===== src/rtl/pipe_pkg.sv =====
// Shared types and widths for the memory-to-writeback pipeline boundary.
package pipe_pkg;
    localparam int DATA_W     = 24;
    localparam int REG_ADDR_W = 4;
    localparam int CNT_W      = 32;

    typedef struct packed {
        logic                  valid;
        logic                  we;
        logic                  load;
        logic [REG_ADDR_W-1:0] rd;
    } wb_ctrl_t;

    typedef enum logic {RUN = 1'b0, HELD = 1'b1} wb_state_t;
endpackage


===== src/rtl/mem_to_wb_stage_if.sv =====
// Memory-stage inputs, register-file write port and forwarding bus of the WB stage.
interface mem_to_wb_stage_if #(
    parameter int DATA_W     = pipe_pkg::DATA_W,
    parameter int REG_ADDR_W = pipe_pkg::REG_ADDR_W,
    parameter int CNT_W      = pipe_pkg::CNT_W
);
    logic                  valid_in;
    logic                  writeback_enable;
    logic                  read_enable;
    logic [DATA_W-1:0]     result;
    logic [DATA_W-1:0]     mem_read_data;
    logic [REG_ADDR_W-1:0] rd_in;
    logic                  stall;
    logic                  flush;
    logic                  reg_write_enable;
    logic [REG_ADDR_W-1:0] reg_write_addr;
    logic [DATA_W-1:0]     reg_write_data;
    logic                  fwd_valid;
    logic [REG_ADDR_W-1:0] fwd_addr;
    logic [DATA_W-1:0]     fwd_data;
    logic [CNT_W-1:0]      retire_count;

    modport master (
        output valid_in, writeback_enable, read_enable, result, mem_read_data,
               rd_in, stall, flush,
        input  reg_write_enable, reg_write_addr, reg_write_data,
               fwd_valid, fwd_addr, fwd_data, retire_count
    );

    modport slave (
        input  valid_in, writeback_enable, read_enable, result, mem_read_data,
               rd_in, stall, flush,
        output reg_write_enable, reg_write_addr, reg_write_data,
               fwd_valid, fwd_addr, fwd_data, retire_count
    );
endinterface


===== src/rtl/wb_stall_capture.sv =====
// Keeps a load's BRAM read data alive across a stall: the BRAM only presents
// it for one cycle, so it is captured on the edge the stall begins.
module wb_stall_capture
    import pipe_pkg::*;
(
    input  logic              clk,
    input  logic              rst,
    input  logic              stall,
    input  logic              flush,
    input  logic              wb_valid,
    input  logic              wb_load,
    input  logic [DATA_W-1:0] mem_read_data,
    output logic [DATA_W-1:0] load_data
);
    wb_state_t         state;
    logic [DATA_W-1:0] hold_data;

    always_ff @(posedge clk or negedge rst) begin
        if (!rst) begin
            state     <= RUN;
            hold_data <= '0;
        end else begin
            case (state)
                RUN: begin
                    if (stall && !flush && wb_valid && wb_load) begin
                        state     <= HELD;
                        hold_data <= mem_read_data;
                    end
                end
                HELD: begin
                    // flush drops the held load; hold_data is left as-is
                    if (!stall || flush) state <= RUN;
                end
                default: state <= RUN;
            endcase
        end
    end

    assign load_data = (state == HELD) ? hold_data : mem_read_data;
endmodule


===== src/rtl/mem_to_wb_stage.sv =====
// MEM/WB pipeline register and writeback select driving the register file and
// forwarding bus. Define MEM_WB_RETIRE_CNT_EN to build the retired-instruction counter.
module mem_to_wb_stage
    import pipe_pkg::*;
(
    input  logic             clk,
    input  logic             rst,
    mem_to_wb_stage_if.slave bus
);
    wb_ctrl_t          ctrl;
    logic [DATA_W-1:0] wb_result;
    logic [DATA_W-1:0] load_data;
    logic              write_en;
    logic [DATA_W-1:0] write_data;

    always_ff @(posedge clk or negedge rst) begin
        if (!rst) begin
            ctrl      <= '0;
            wb_result <= '0;
        end else if (bus.flush) begin
            ctrl.valid <= 1'b0;
            ctrl.we    <= 1'b0;
        end else if (!bus.stall) begin
            ctrl      <= '{valid: bus.valid_in,
                           we:    bus.writeback_enable & bus.valid_in,
                           load:  bus.read_enable,
                           rd:    bus.rd_in};
            wb_result <= bus.result;
        end
    end

    wb_stall_capture u_capture (
        .clk           (clk),
        .rst           (rst),
        .stall         (bus.stall),
        .flush         (bus.flush),
        .wb_valid      (ctrl.valid),
        .wb_load       (ctrl.load),
        .mem_read_data (bus.mem_read_data),
        .load_data     (load_data)
    );

    // Write is held off while stalled so a held instruction commits exactly once.
    assign write_en   = ctrl.valid & ctrl.we & ~bus.stall & (ctrl.rd != '0);
    assign write_data = ctrl.load ? load_data : wb_result;

    assign bus.reg_write_enable = write_en;
    assign bus.reg_write_addr   = ctrl.rd;
    assign bus.reg_write_data   = write_data;
    assign bus.fwd_valid        = write_en;
    assign bus.fwd_addr         = ctrl.rd;
    assign bus.fwd_data         = write_data;

`ifdef MEM_WB_RETIRE_CNT_EN
    logic [CNT_W-1:0] retire_q;

    always_ff @(posedge clk or negedge rst) begin
        if (!rst)                          retire_q <= '0;
        else if (ctrl.valid && !bus.stall) retire_q <= retire_q + CNT_W'(1);
    end

    assign bus.retire_count = retire_q;
`else
    assign bus.retire_count = '0;
`endif
endmodule


===== src/flat_wrapper.sv =====
// flat-port wrapper written by rule: the top's interface ports become plain ports
module mem_to_wb_stage_flat import pipe_pkg::*;
  (clk, rst, bus_valid_in, bus_writeback_enable, bus_read_enable, bus_result, bus_mem_read_data, bus_rd_in, bus_stall, bus_flush, bus_reg_write_enable, bus_reg_write_addr, bus_reg_write_data, bus_fwd_valid, bus_fwd_addr, bus_fwd_data, bus_retire_count);
  mem_to_wb_stage_if bus_i ();
  input  logic clk;
  input  logic rst;
  input wire logic [$bits(bus_i.valid_in)-1:0] bus_valid_in;
  input wire logic [$bits(bus_i.writeback_enable)-1:0] bus_writeback_enable;
  input wire logic [$bits(bus_i.read_enable)-1:0] bus_read_enable;
  input wire logic [$bits(bus_i.result)-1:0] bus_result;
  input wire logic [$bits(bus_i.mem_read_data)-1:0] bus_mem_read_data;
  input wire logic [$bits(bus_i.rd_in)-1:0] bus_rd_in;
  input wire logic [$bits(bus_i.stall)-1:0] bus_stall;
  input wire logic [$bits(bus_i.flush)-1:0] bus_flush;
  output wire logic [$bits(bus_i.reg_write_enable)-1:0] bus_reg_write_enable;
  output wire logic [$bits(bus_i.reg_write_addr)-1:0] bus_reg_write_addr;
  output wire logic [$bits(bus_i.reg_write_data)-1:0] bus_reg_write_data;
  output wire logic [$bits(bus_i.fwd_valid)-1:0] bus_fwd_valid;
  output wire logic [$bits(bus_i.fwd_addr)-1:0] bus_fwd_addr;
  output wire logic [$bits(bus_i.fwd_data)-1:0] bus_fwd_data;
  output wire logic [$bits(bus_i.retire_count)-1:0] bus_retire_count;
  assign bus_i.valid_in = bus_valid_in;
  assign bus_i.writeback_enable = bus_writeback_enable;
  assign bus_i.read_enable = bus_read_enable;
  assign bus_i.result = bus_result;
  assign bus_i.mem_read_data = bus_mem_read_data;
  assign bus_i.rd_in = bus_rd_in;
  assign bus_i.stall = bus_stall;
  assign bus_i.flush = bus_flush;
  assign bus_reg_write_enable = bus_i.reg_write_enable;
  assign bus_reg_write_addr = bus_i.reg_write_addr;
  assign bus_reg_write_data = bus_i.reg_write_data;
  assign bus_fwd_valid = bus_i.fwd_valid;
  assign bus_fwd_addr = bus_i.fwd_addr;
  assign bus_fwd_data = bus_i.fwd_data;
  assign bus_retire_count = bus_i.retire_count;
  mem_to_wb_stage u_core (.clk(clk), .rst(rst), .bus(bus_i));
endmodule

===== config.mk =====
export PLATFORM = sky130hd
export DESIGN_NAME = mem_to_wb_stage_flat
export DESIGN_NICKNAME = d
export VERILOG_FILES = /design/src/rtl/pipe_pkg.sv /design/src/rtl/mem_to_wb_stage_if.sv /design/src/rtl/wb_stall_capture.sv /design/src/rtl/mem_to_wb_stage.sv /design/src/flat_wrapper.sv
export SDC_FILE = /design/constraint.sdc
export NUM_CORES = 1
export LEC_CHECK = 0
export CAP_MARGIN = 15
export CORE_AREA = 2 2 94 96
export CTS_BUF_LIST = sky130_fd_sc_hd__clkbuf_4
export DETAILED_ROUTE_END_ITERATION = 8
export DIE_AREA = 0 0 96 98
export GPL_TIMING_DRIVEN = 1
export PLACE_DENSITY_LB_ADDON = 0.2
export SLEW_MARGIN = 20
export SYNTH_ARGS = -nofsm -noshare
export SYNTH_HDL_FRONTEND = slang
export SYNTH_SLANG_ARGS = --single-unit

===== constraint.sdc =====
create_clock -name clk -period 2.2 [get_ports clk]
set_input_delay 0.22 -clock clk [delete_from_list [all_inputs] [get_ports clk]]
set_output_delay 0.22 -clock clk [all_outputs]
set_load 0.1 [all_outputs]

==> After elaboration in Yosys (flattened, before gate mapping) <==
Cells that the tools add are included.
{ "totals": {"register_bits": 56, "latch_bits": 0, "mem_bits_rw": 0, "mem_bits_ro": 0, "input_bits": 59, "out_inout_bits": 90, "wordCells": 31, "n_memories": 0} }
{ "classes": {"n_addsub": 0, "multipliers": 0, "div_mod_pow": 0, "order_cmp": 0, "eq_ne": 1, "shifts": 0, "mux": 7, "bitwise": 7, "n_reduce_logical": 9} }
{ "op_table": {"columns": ["operator", "n"], "rows": [
  ["$mux 24", 2],
  ["$mux 7", 1],
  ["$and 1x1->1", 4],
  ["$reduce_and 2->1", 2],
  ["$reduce_bool 4->1", 1],
  ["$logic_and 1x1->1", 3],
  ["$not 1->1", 3],
  ["$logic_not 1->1", 2],
  ["$mux 1", 2],
  ["$mux 2", 1],
  ["$ne 2x1->1 const B", 1],
  ["$pmux 1 s2", 1],
  ["$logic_or 1x1->1", 1]
]} }

==> Longest topological paths before layout <==
Gate-level depths: netlist of the first run.
{ "depth": {"depth_word": 6, "mapped_depth": 5, "depth_no_buf": 3} }

==> Hierarchy <==
From an unflattened synthesis of the first run, not the netlist that was laid out.
{ "unflattened": {"cells_unflattened": 248, "area_unflattened_um2": 3340.7} }
{ "by_module_without_submodules": {"columns": ["mod", "n_inst", "cells_each", "area_each_um2", "seq_area_each_um2"], "rows": [
  ["mem_to_wb_stage", 1, 165, 1995.7, 775.7],
  ["wb_stall_capture", 1, 83, 1345.0, 625.6]
]} }

==> Least setup slack after synthesis of the first run <==
Ideal clock, no wire load.
{ "synth_timing": {"path_kind": "reg2out", "from": "register u_core.ctrl, in the netlist u_core.bus.fwd_addr[1]", "to": "output bus_reg_write_enable", "t_arrival_ns": 3.094, "t_required_ns": 1.980, "slack_ns": -1.114, "path_stages_with_launch": 4, "path_buffers": 1, "path_cell_list": "dfrtp_1 nor4_1 nor3_1 buf_4"} }
{ "synth_between": {"elab_chain_cells": 2} }
{ "synth_lines": {"columns": ["item", "line", "rtl"], "rows": [
  ["start: declaration", "mem_to_wb_stage.sv:10", "wb_ctrl_t ctrl;"],
  ["start signal: assignment", "mem_to_wb_stage.sv:24", "ctrl <= '{valid: bus.valid_in,"],
  ["$reduce_bool 4->1", "mem_to_wb_stage.sv:44", "assign write_en = ctrl.valid & ctrl.we & ~bus.stall & (ctrl.rd != '0);"],
  ["$and 1x1->1", "mem_to_wb_stage.sv:44", null],
  ["end: declaration", "flat_wrapper.sv:15", "output wire logic [$bits(bus_i.reg_write_enable)-1:0] bus_reg_write_enable;"]
]} }
No other way between the ends.

==> Final worst setup path of the first run <==
{ "layout_timing": {"from": "register u_core.ctrl[4] in the netlist's numbering", "to": "output bus_fwd_data[6]"} }
{ "layout_between": {"elab_chain_cells": 1} }
{ "layout_lines": {"columns": ["item", "line", "rtl"], "rows": [
  ["$mux 24", "mem_to_wb_stage.sv:45", "assign write_data = ctrl.load ? load_data : wb_result;"],
  ["end: declaration", "flat_wrapper.sv:20", "output wire logic [$bits(bus_i.fwd_data)-1:0] bus_fwd_data;"]
]} }
No other way between the ends.

==> run summary, run 1 <==
status: completed
main combinational cell family by area after synthesis: multiplexers
sw frac: 49.9%
P_int: 2.59 mW
vias in the first global route: 2262
R2R cell count: 4
root buf cell: clkbuf_4
I/O pin count: 149
gr usage total: 15.0%
reg2reg end: u_core.u_capture.hold_data[10]
Relative slew margins: 61.0%
TritonCTS clock tree: built
commonest non-fill, non-tap cell in the layout: clkdlybuf4s50_1
max_cap viols: 0
reg-to-reg slack, setup: 0.49 ns
I/O Buffers: 116
Worst setup EP type: primary output
Syn Inst Count: 275
mux cell area share after synthesis: 29.2%
DR pass1 iterations: 4
Peak VDD IR: 543 µV
Inserted Diodes: 0
fin crit share: 95.3%
crit path max fanout: 14
Post-Synth Adder-Cell Area: 0%
pre-CTS WS: 0.254 ns
Residual DRC: 0
commonest non-fill, non-tap cells in the layout: clkdlybuf4s50_1 (57), dfrtp_1 (54), buf_12 (53)
critical path class: reg -> out
CTS H-tree depth: 2
die height: 98 µm
Yosys warning total: 0
share of Yosys cell area claimed by the top area cell type: 42.7%
Worst Path Arrival: 1.88 ns
placed cells: 459
sequential share of power: 26.6%
first-pass GRT wire length: 11.1 mm
Worst Path Required: 1.98 ns
xor and xnor area share after synthesis: 0%
Die ar.: 9410 µm²
clk sinks: 56
combinational share of power: 62.5%
post-layout minimum cycle time: 2.10 ns
CTS buffer count: 5
Clk pin slew, worst setup/hold paths: 0.16 ns
Routed wire per std cell: 14.1 µm
slack of the critical path: 0.104 ns
Rows: 34
Clock Tree Buf Depth: 2
Final Core Density: 58.7%
WL final: 6.58 mm
Leakage: 2.13 nW
Highest Clock Rate: 477 MHz
Core Area: 8470 µm²
die width: 96 µm
Switch Pwr: 2.58 mW
Routed Antenna Nets: 0
RSZ-0062 raised after global routing: no
Pins Over Slew Limit: 0
Via density: 4.51
Vias: 2113
sequential share of the synthesized area: 42.7%
DP HPWL: 5.13 mm
Avg Inst Size Synth: 11.9 µm²
Synth cell types: 21
Critical Path Source Type: flop
post-CTS setup buffers: 0
worst hold path class: in -> async
worst-skew pair later-pin latency: 0.38 ns
Post-Synth Simple-Gate Area: 5.41%
Synth area leader: dfrtp_1
Clock Power Share: 10.8%
Synth area leaders: dfrtp_1 (43%), buf_4 (16%), mux2_4 (14%), mux2_2 (7.9%), mux2i_1 (7.6%)
Mapped Area: 3290 µm²
gr ovfl total: 0
routability cong.: 0.700
initial antenna violation count: 0
Setup Viol. Count Final: 0
final-stage net count: 418
largest net degree at the start of global routing: 33
fin cells: 468
DRT iter0 DRCs: 49
Seq cells post-synth: 56
Final Hold Viols: 0
share of layout cells above drive strength 1: 44.2%
Power Dens Cells: 1040 nW/µm²
R2R Path Start: u_core.ctrl[4]
slew of the pin with the lowest slew margin: 0.585 ns
P&R area growth vs syn: 51.1%
Synth Area in Compound Gates: 3.96%
Initial Util: 38.8%
Final Skew: 0.00825 ns
cells by family (layout without fill, tap and decap cells):
group / Yosys count / after routing
buf+inv: 80 / 134
other cells: 1 / 32
simple gates: 34 / 34
mux: 78 / 78
flops: 56 / 56
compound gates: 26 / 26
what timing repair did:
action,in CTS,in global routing
hold buffers,1,0
resized for setup,1,0
setup endpoints to repair,14,0
hold endpoints to repair,24,0
layout make-up:
class | instances | area, µm²
clock buffer | 5 | 37.5
clock inverter | 3 | 42.5
fill | 689 | 3500
multi-input combinational | 170 | 1590
sequential | 56 | 1410
tap | 108 | 135
timing repair buffer | 126 | 1750
synthesized netlist by cell type:
library cell,count
buf_1,1
nand3b_1,2
clkbuf_1,3
nor2_2,1
buf_4,70
nor3_1,1
mux2i_1,25
mux2_4,30
nor2_1,25
dfrtp_1,56
buf_12,2
buf_2,2
o21ai_0,1
a21oi_1,25
buf_6,2
mux2_2,23
conb_1,1
nor2_8,1
nand4b_4,1
nand2_1,2
nor4_1,1
layer usage:
layer,up-vias,GRT usage [%],wire [µm]
li1,1002,-,-
met1,1008,19.7,2820
met2,97,23.9,3110
met3,6,4.71,580
met4,0,3.63,72
met5,-,0,0
power by group through the flow:
stage | clock, mW | sequential (mW) | combinational (mW)
floorplan | 0 | 1.34 | 2.46
global placement | 0 | 1.39 | 3.23
detailed placement | 0 | 1.40 | 3.25
CTS | 0.588 | 1.38 | 3.26
global route | 0.627 | 1.41 | 3.34
finish | 0.561 | 1.38 | 3.24
worst max-delay path, stage by stage, from the launching register on:
cell and delay [ns]:
dfrtp_4 0.63, buf_4 0.34, nor2_1 0.12, a21oi_4 0.20, buf_12 0.20
flip-flops by register name, indices dropped and copies added (netlist names):
signal / flops
u_core.wb_result: 24
u_core.ctrl: 3
u_core.u_capture.state: 1
u_core.u_capture.hold_data: 24
u_core.bus.fwd_addr: 4
per-stage QoR:
stage	instance area [µm²]	hold WS [ns]	total power, mW	setup TNS [ns]
after CTS	4970	0.350	5.23	0
after global placement	4870	0.245	4.62	0
final	4970	0.356	5.18	0
after global routing	4970	0.372	5.37	0
after detailed placement	4870	0.257	4.65	0
after floorplan	3610	-0.0756	3.80	-2.66
worst max-delay path by stage:
stage          cells past startpoint                              to            from
6_report                           4                 bus_fwd_data[6]  u_core.ctrl[4]
5_1_grt                            4           bus_reg_write_data[8]  u_core.ctrl[4]
4_1_cts                            4           bus_reg_write_data[8]  u_core.ctrl[4]
3_5_place_dp                       5  u_core.u_capture.hold_data[18]       bus_flush
3_3_place_gp                       5   u_core.u_capture.hold_data[6]       bus_flush
2_1_floorplan                      4           bus_reg_write_data[0]  u_core.ctrl[4]
No activity file was read; power rests on OpenSTA's default activity.
==> inputs of run 2 (changes only) <==
--- a/config.mk
+++ b/config.mk
@@ -5,6 +5,7 @@
 export SDC_FILE = /design/constraint.sdc
 export NUM_CORES = 1
 export LEC_CHECK = 0
+export ABC_AREA = 1
 export CAP_MARGIN = 15
 export CORE_AREA = 2 2 94 96
 export CTS_BUF_LIST = sky130_fd_sc_hd__clkbuf_4
@@ -12,6 +13,7 @@
 export DIE_AREA = 0 0 96 98
 export GPL_TIMING_DRIVEN = 1
 export PLACE_DENSITY_LB_ADDON = 0.2
+export RECOVER_POWER = 25
 export SLEW_MARGIN = 20
 export SYNTH_ARGS = -nofsm -noshare
 export SYNTH_HDL_FRONTEND = slang
==> run summary, run 2 <==
crit path max fanout: 20 (+6)
die height: 98 µm (unchanged)
final-stage net count: 557 (+33%)
Synth area leader: dfrtp_1
reg-to-reg slack, setup: 0.48 ns (about the same)
DRT iter0 DRCs: 98 (+100%)
Seq cells post-synth: 56 (unchanged)
Critical Path Start: u_core.ctrl[4]
FFs w/ async S/R, synth: 100% (unchanged)
Core Area: 8470 µm² (unchanged)
I/O Buffers: 116 (unchanged)
Worst Path Required: 1.98 ns (about the same)
Inserted Diodes: 0 (unchanged)
commonest non-fill, non-tap cell in the layout: nand2_1
DR pass1 iterations: 4 (unchanged)
worst hold margin: 0.371 ns (+0.0154 ns)
TritonCTS clock tree: built
first-pass GRT wire length: 13.0 mm (+17%)
most frequent cell after synthesis: nand2_1
R2R Path Start: u_core.u_capture.state
Critical Path Source Type: flop
CTS H-tree depth: 2 (unchanged)
combinational share of power: 62.3% (-0.2 points)
Initial Util: 39.0% (+0.15 points)
Routed Antenna Nets: 0 (unchanged)
Power Dens Cells: 971 nW/µm² (-6.9%)
number of synthesized flops with an enable pin: 0 (unchanged)
worst-skew pair later-pin latency: 0.36 ns (-0.02 ns)
Syn Inst Count: 420 (+53%)
Relative slew margins: 42.3% (-19 points)
sw frac: 51.0% (+1.1 points)
Rows: 34 (unchanged)
share of layout cells above drive strength 1: 20.8% (-23 points)
largest net degree at the start of global routing: 33 (unchanged)
Clock Tree Buf Depth: 2 (unchanged)
P_int: 2.34 mW (-9.8%)
RSZ-0062 raised after global routing: no
slew of the pin with the lowest slew margin: 0.866 ns (+0.281 ns)
Leakage: 2.29 nW (+7.4%)
die width: 96 µm (unchanged)
Clock Power Share: 9.2% (-1.6 points)
worst hold path class: in -> reg
I/O pin count: 149 (unchanged)
Mapped Area: 3300 µm² (+0.38%)
Avg Inst Size Synth: 7.85 µm² (-34%)
Peak VDD IR: 465 µV (-14%)
Clk pin slew, worst setup/hold paths: 0.15 ns (about the same)
gr ovfl total: 0 (unchanged)
Via density: 4.50 (-0.28%)
Residual DRC: 0 (unchanged)
status: completed
initial antenna violation count: 0 (unchanged)
Filler cells: 752 (+9.1%)
area of the multi-input gates: 1400 µm² (-12%)
Final Hold Viols: 0 (unchanged)
fin cells: 607 (+30%)
max_cap viols: 0 (unchanged)
Setup Viol. Count Final: 0 (unchanged)
vias in the first global route: 2792 (+23%)
CP Capture Point: bus_reg_write_data[10]
share of Yosys cell area claimed by the top area cell type: 42.5% (-0.16 points)
sequential cell area: 1400 µm² (-0.27%)
WL final: 7.72 mm (+17%)
root buf cell: clkbuf_4
Final Skew: 0.00943 ns (+0.00118 ns)
Synth area leaders: dfrtp_1 (42%), buf_4 (15%), nand2_1 (11%), inv_1 (6.0%), o21ai_0 (5.8%)
P&R area growth vs syn: 49.1%
commonest non-fill, non-tap cells in the layout: nand2_1 (93), clkdlybuf4s50_1 (57), dfrtp_1 (55)
Worst setup EP type: primary output
synth cell count leaders: nand2_1 (93), buf_4 (68), dfrtp_1 (56), inv_1 (53), o21ai_0 (38)
post-layout minimum cycle time: 2.04 ns (-0.0525 ns)
sequential share of power: 28.5% (+1.9 points)
Routed wire per std cell: 12.7 µm (-9.6%)
sequential share of the synthesized area: 42.5% (-0.16 points)
DP HPWL: 5.96 mm (+16%)
Yosys warning total: 0 (unchanged)
post-CTS setup buffers: 0 (unchanged)
fin crit share: 92.9% (-2.4 points)
Die ar.: 9410 µm² (unchanged)
Highest Clock Rate: 489 MHz (+2.6%)
Pins Over Slew Limit: 0 (unchanged)
Vias: 2733 (+29%)
critical path class: reg -> out
clk sinks: 56 (unchanged)
CTS buffer count: 5 (unchanged)
Worst Path Arrival: 1.82 ns (-0.06 ns)
Switch Pwr: 2.44 mW (-5.7%)
placed cells: 598 (+30%)
reg2reg end: u_core.u_capture.hold_data[2]
Synth cell types: 20 (-4.8%)
Top FF cell, synth: dfrtp_1
R2R cell count: 6 (+2)
routability cong.: 0.762 (+8.9%)
gr usage total: 17.2% (+2.2 points)
-- run 2: cell count changes after synthesis, moves of 25 or more --
cell,previous run,this run
mux2_4,30,0
o21ai_0,1,38
a21oi_1,25,0
inv_1,0,53
mux2i_1,25,0
nand2_1,2,93
-- run 2: layout make-up --
type,instances,share of cell area (%)
Multi-Input combinational cell,254,28.4
Clock buffer,7,1.07
Tap cell,108,2.75
Timing Repair Buffer,127,35.1
Clock inverter,1,0.0763
Inverter,54,4.12
Sequential cell,56,28.5
-- run 2: critical path: stages (launching register included) --
cell,delay (ns)
dfrtp_2,0.51
buf_4,0.30
o21ai_0,0.20
o22ai_4,0.23
buf_12,0.21
-- run 2: worst min-delay path by stage --
stage	from	to	cells after the start
global placement	rst	u_core.wb_result[19]	1
global route	bus_result[20]	u_core.wb_result[20]	3
finish	bus_result[14]	u_core.wb_result[14]	3
floorplan	rst	u_core.bus.fwd_addr[0]	0
CTS	rst	u_core.wb_result[19]	2
detailed placement	rst	u_core.wb_result[19]	1
-- run 2: per-layer routing --
metal  part of all wire (%)  vias to the layer above  global-route usage (%)  wire length [µm]
met4                    1.3                        0                    4.29                97
li1                       -                     1377                       -                 -
met1                     43                     1272                    22.2              3330
met3                    4.6                        7                    3.09               357
met5                      0                        -                       0                 0
met2                     51                       77                    29.4              3940
-- run 2: power by group through the flow --
stage	sequential, mW	combinational (mW)	clock [mW]
after global placement	1.37	2.96	0
after floorplan	1.35	2.23	0
after CTS	1.36	3.00	0.466
after global routing	1.39	3.10	0.512
after detailed placement	1.38	2.99	0
final	1.36	2.98	0.440
-- run 2: logic make-up after synthesis --
logic type / after synthesis / share of synthesized area (%)
flip-flops: 56 / 42.5
other: 1 / 0.114
AND/OR/NAND/NOR: 125 / 15.3
buffers and inverters: 141 / 24.7
AO/OA/AOI/OAI: 97 / 17.5
-- run 2: what timing repair did --
action	in CTS	in global routing
hold buffers	1	0
endpoints found under the setup margin	0	0
gates resized for setup	0	0
endpoints found under the hold margin	12	0
-- run 2: metrics by stage --
| step | util, % | setup TNS, ns | total power [mW] | worst slack (ns) | instance area (µm²) |
|---|---|---|---|---|---|
| finish | 58.1 | 0 | 4.78 | 0.156 | 4920 |
| global route | 58.1 | 0 | 5.01 | 0.0110 | 4920 |
| CTS | 58.2 | 0 | 4.82 | 0.117 | 4930 |
| detailed placement | 57.4 | 0 | 4.37 | 0.455 | 4860 |
| global placement | 57.4 | 0 | 4.33 | 0.543 | 4860 |
| floorplan | - | -3.82 | 3.58 | -0.240 | 3610 |
==> RTL edit: new RTL, config.mk and constraints of run 2 <==
Change the package constant `CNT_W` from 32 to 64.
--- a/src/rtl/pipe_pkg.sv
+++ b/src/rtl/pipe_pkg.sv
@@ -4,3 +4,3 @@
     localparam int REG_ADDR_W = 4;
-    localparam int CNT_W      = 32;
+    localparam int CNT_W      = 64;
 
Interface: changed (resized bus_retire_count); port bits go from 149 to 181. No check against the original RTL was run, so the function may have changed too.
==> RTL edit against run 2 <==
Sequential share of layout area shrank 0.76 points; count of clock-buffer cells in the layout shrank 2; maximum frequency down 2.2%; via count is 4.6% higher; die area is the same; area after synthesis increased by 7.3%; setup slack got worse by 46 ps; total power increased by 7.7%; clock power is 30% higher; sequential cell count unchanged; wire length up 1.3%; final area grew 2.9%; critical path type unchanged.
==> RTL edit: results <==
set metrics [dict create \
    clkbuf_count 5 \
    crit_fanout 23 \
    nonClkBufAreaFrac 0.340 \
    multi_input_area_share 0.299 \
    cts.clk_slew.worst_paths_ps 170 \
    gp_congestion 0.762 \
    grt_pass1_vias 2774 \
    comb.multi_input.count 286 \
    worst_pin_slew_ps 1420 \
    nets 586 \
    via_per_inst 4.50 \
    r2r_end "u_core.u_capture.hold_data[22]" \
    p_leak_uw 0.00239 \
    powerDensity_nw_per_um2 1020 \
    synth_ff_type "dfrtp_1" \
    place_area_um2 4970 \
    ys_seq_area_frac 0.396 \
    holdCritStartpoint "bus_result[15]" \
    synth.most_common_cell "buf_4" \
    max_freq_mhz 478 \
    wl_met1_mm 3.26 \
    track_usage 0.172 \
    grt_max_degree 36 \
    r2r-start "u_core.ctrl[4]" \
    r2r_slack_ps 350 \
    ff2ff_path_depth 5 \
    drive_above_1_share 0.195 \
    cts-root-buf "clkbuf_4" \
    vias 2860 \
    worstSkewPairLatency_ps 390 \
    core.rowCount 34 \
    hold_ws_ps 357 \
    yosysWarnings 0 \
    dp_cells 627 \
    use_met2 0.286 \
    pre_cts_ws_ps 256 \
    worstHoldPathType "in2reg" \
    slowest_delay_ps 650 \
    wl_per_cell_um 12.3 \
    met2_length_mm 3.92 \
    status "completed" \
    grt_use_met1 0.223 \
    whs_endpoint "u_core.wb_result[15]" \
    grt_util_met3 0.0370 \
    grt_pass1_wl_mm 12.9 \
    yosys-top-cells-area "dfrtp_1 40%, buf_4 21%, nand2_1 9.9%" \
    dp_hpwl_mm 5.87 \
    clkCellAreaFrac 0.0158 \
    synth_cells 452 \
    fin_skew_ps 14.0 \
    irDropWorstVdd_v 0.000497 \
    slowest_stage "dfrtp_4" \
    start_kind "flop" \
    seq_area_um2 1410 \
    n_all_buffers 124 \
    nFillCells 747 \
    endpoint "bus_reg_write_data[23]" \
    synth_common_cells "100 x buf_4, 93 x nand2_1, 56 x dfrtp_1" \
]
==> RTL edit: cell count changes in the layout (fill, tap and decap cells not counted) <==
cell / run 2 / this run
clkinvlp_4: 0 / 1
clkinv_1: 1 / 0
buf_12: 51 / 52
inv_2: 1 / 0
clkbuf_4: 7 / 5
dfrtp_4: 0 / 1
clkinv_2: 0 / 2
buf_4: 15 / 13
bufinv_16: 0 / 1
clkbuf_1: 2 / 1
clkbuf_2: 1 / 0
dfrtp_2: 1 / 0
conb_1: 32 / 64
==> RTL edit: timing repair <==
| item | CTS | global route |
|---|---|---|
| gates cloned | 0 | 0 |
| hold endpoints to repair | 21 | 0 |
| resized for setup | 1 | 1 |
| setup endpoints to repair | 10 | 2 |
| buffers inserted | 0 | 0 |
| hold buffers | 1 | 0 |
==> RTL edit: report_power, final <==
| part | switching, uW | total [uW] | internal [uW] |
|---|---|---|---|
| Sequential | 126 | 1370 | 1250 |
| Clock | 332 | 570 | 237 |
| Combinational | 2260 | 3200 | 945 |
| Total | 2710 | 5140 | 2430 |
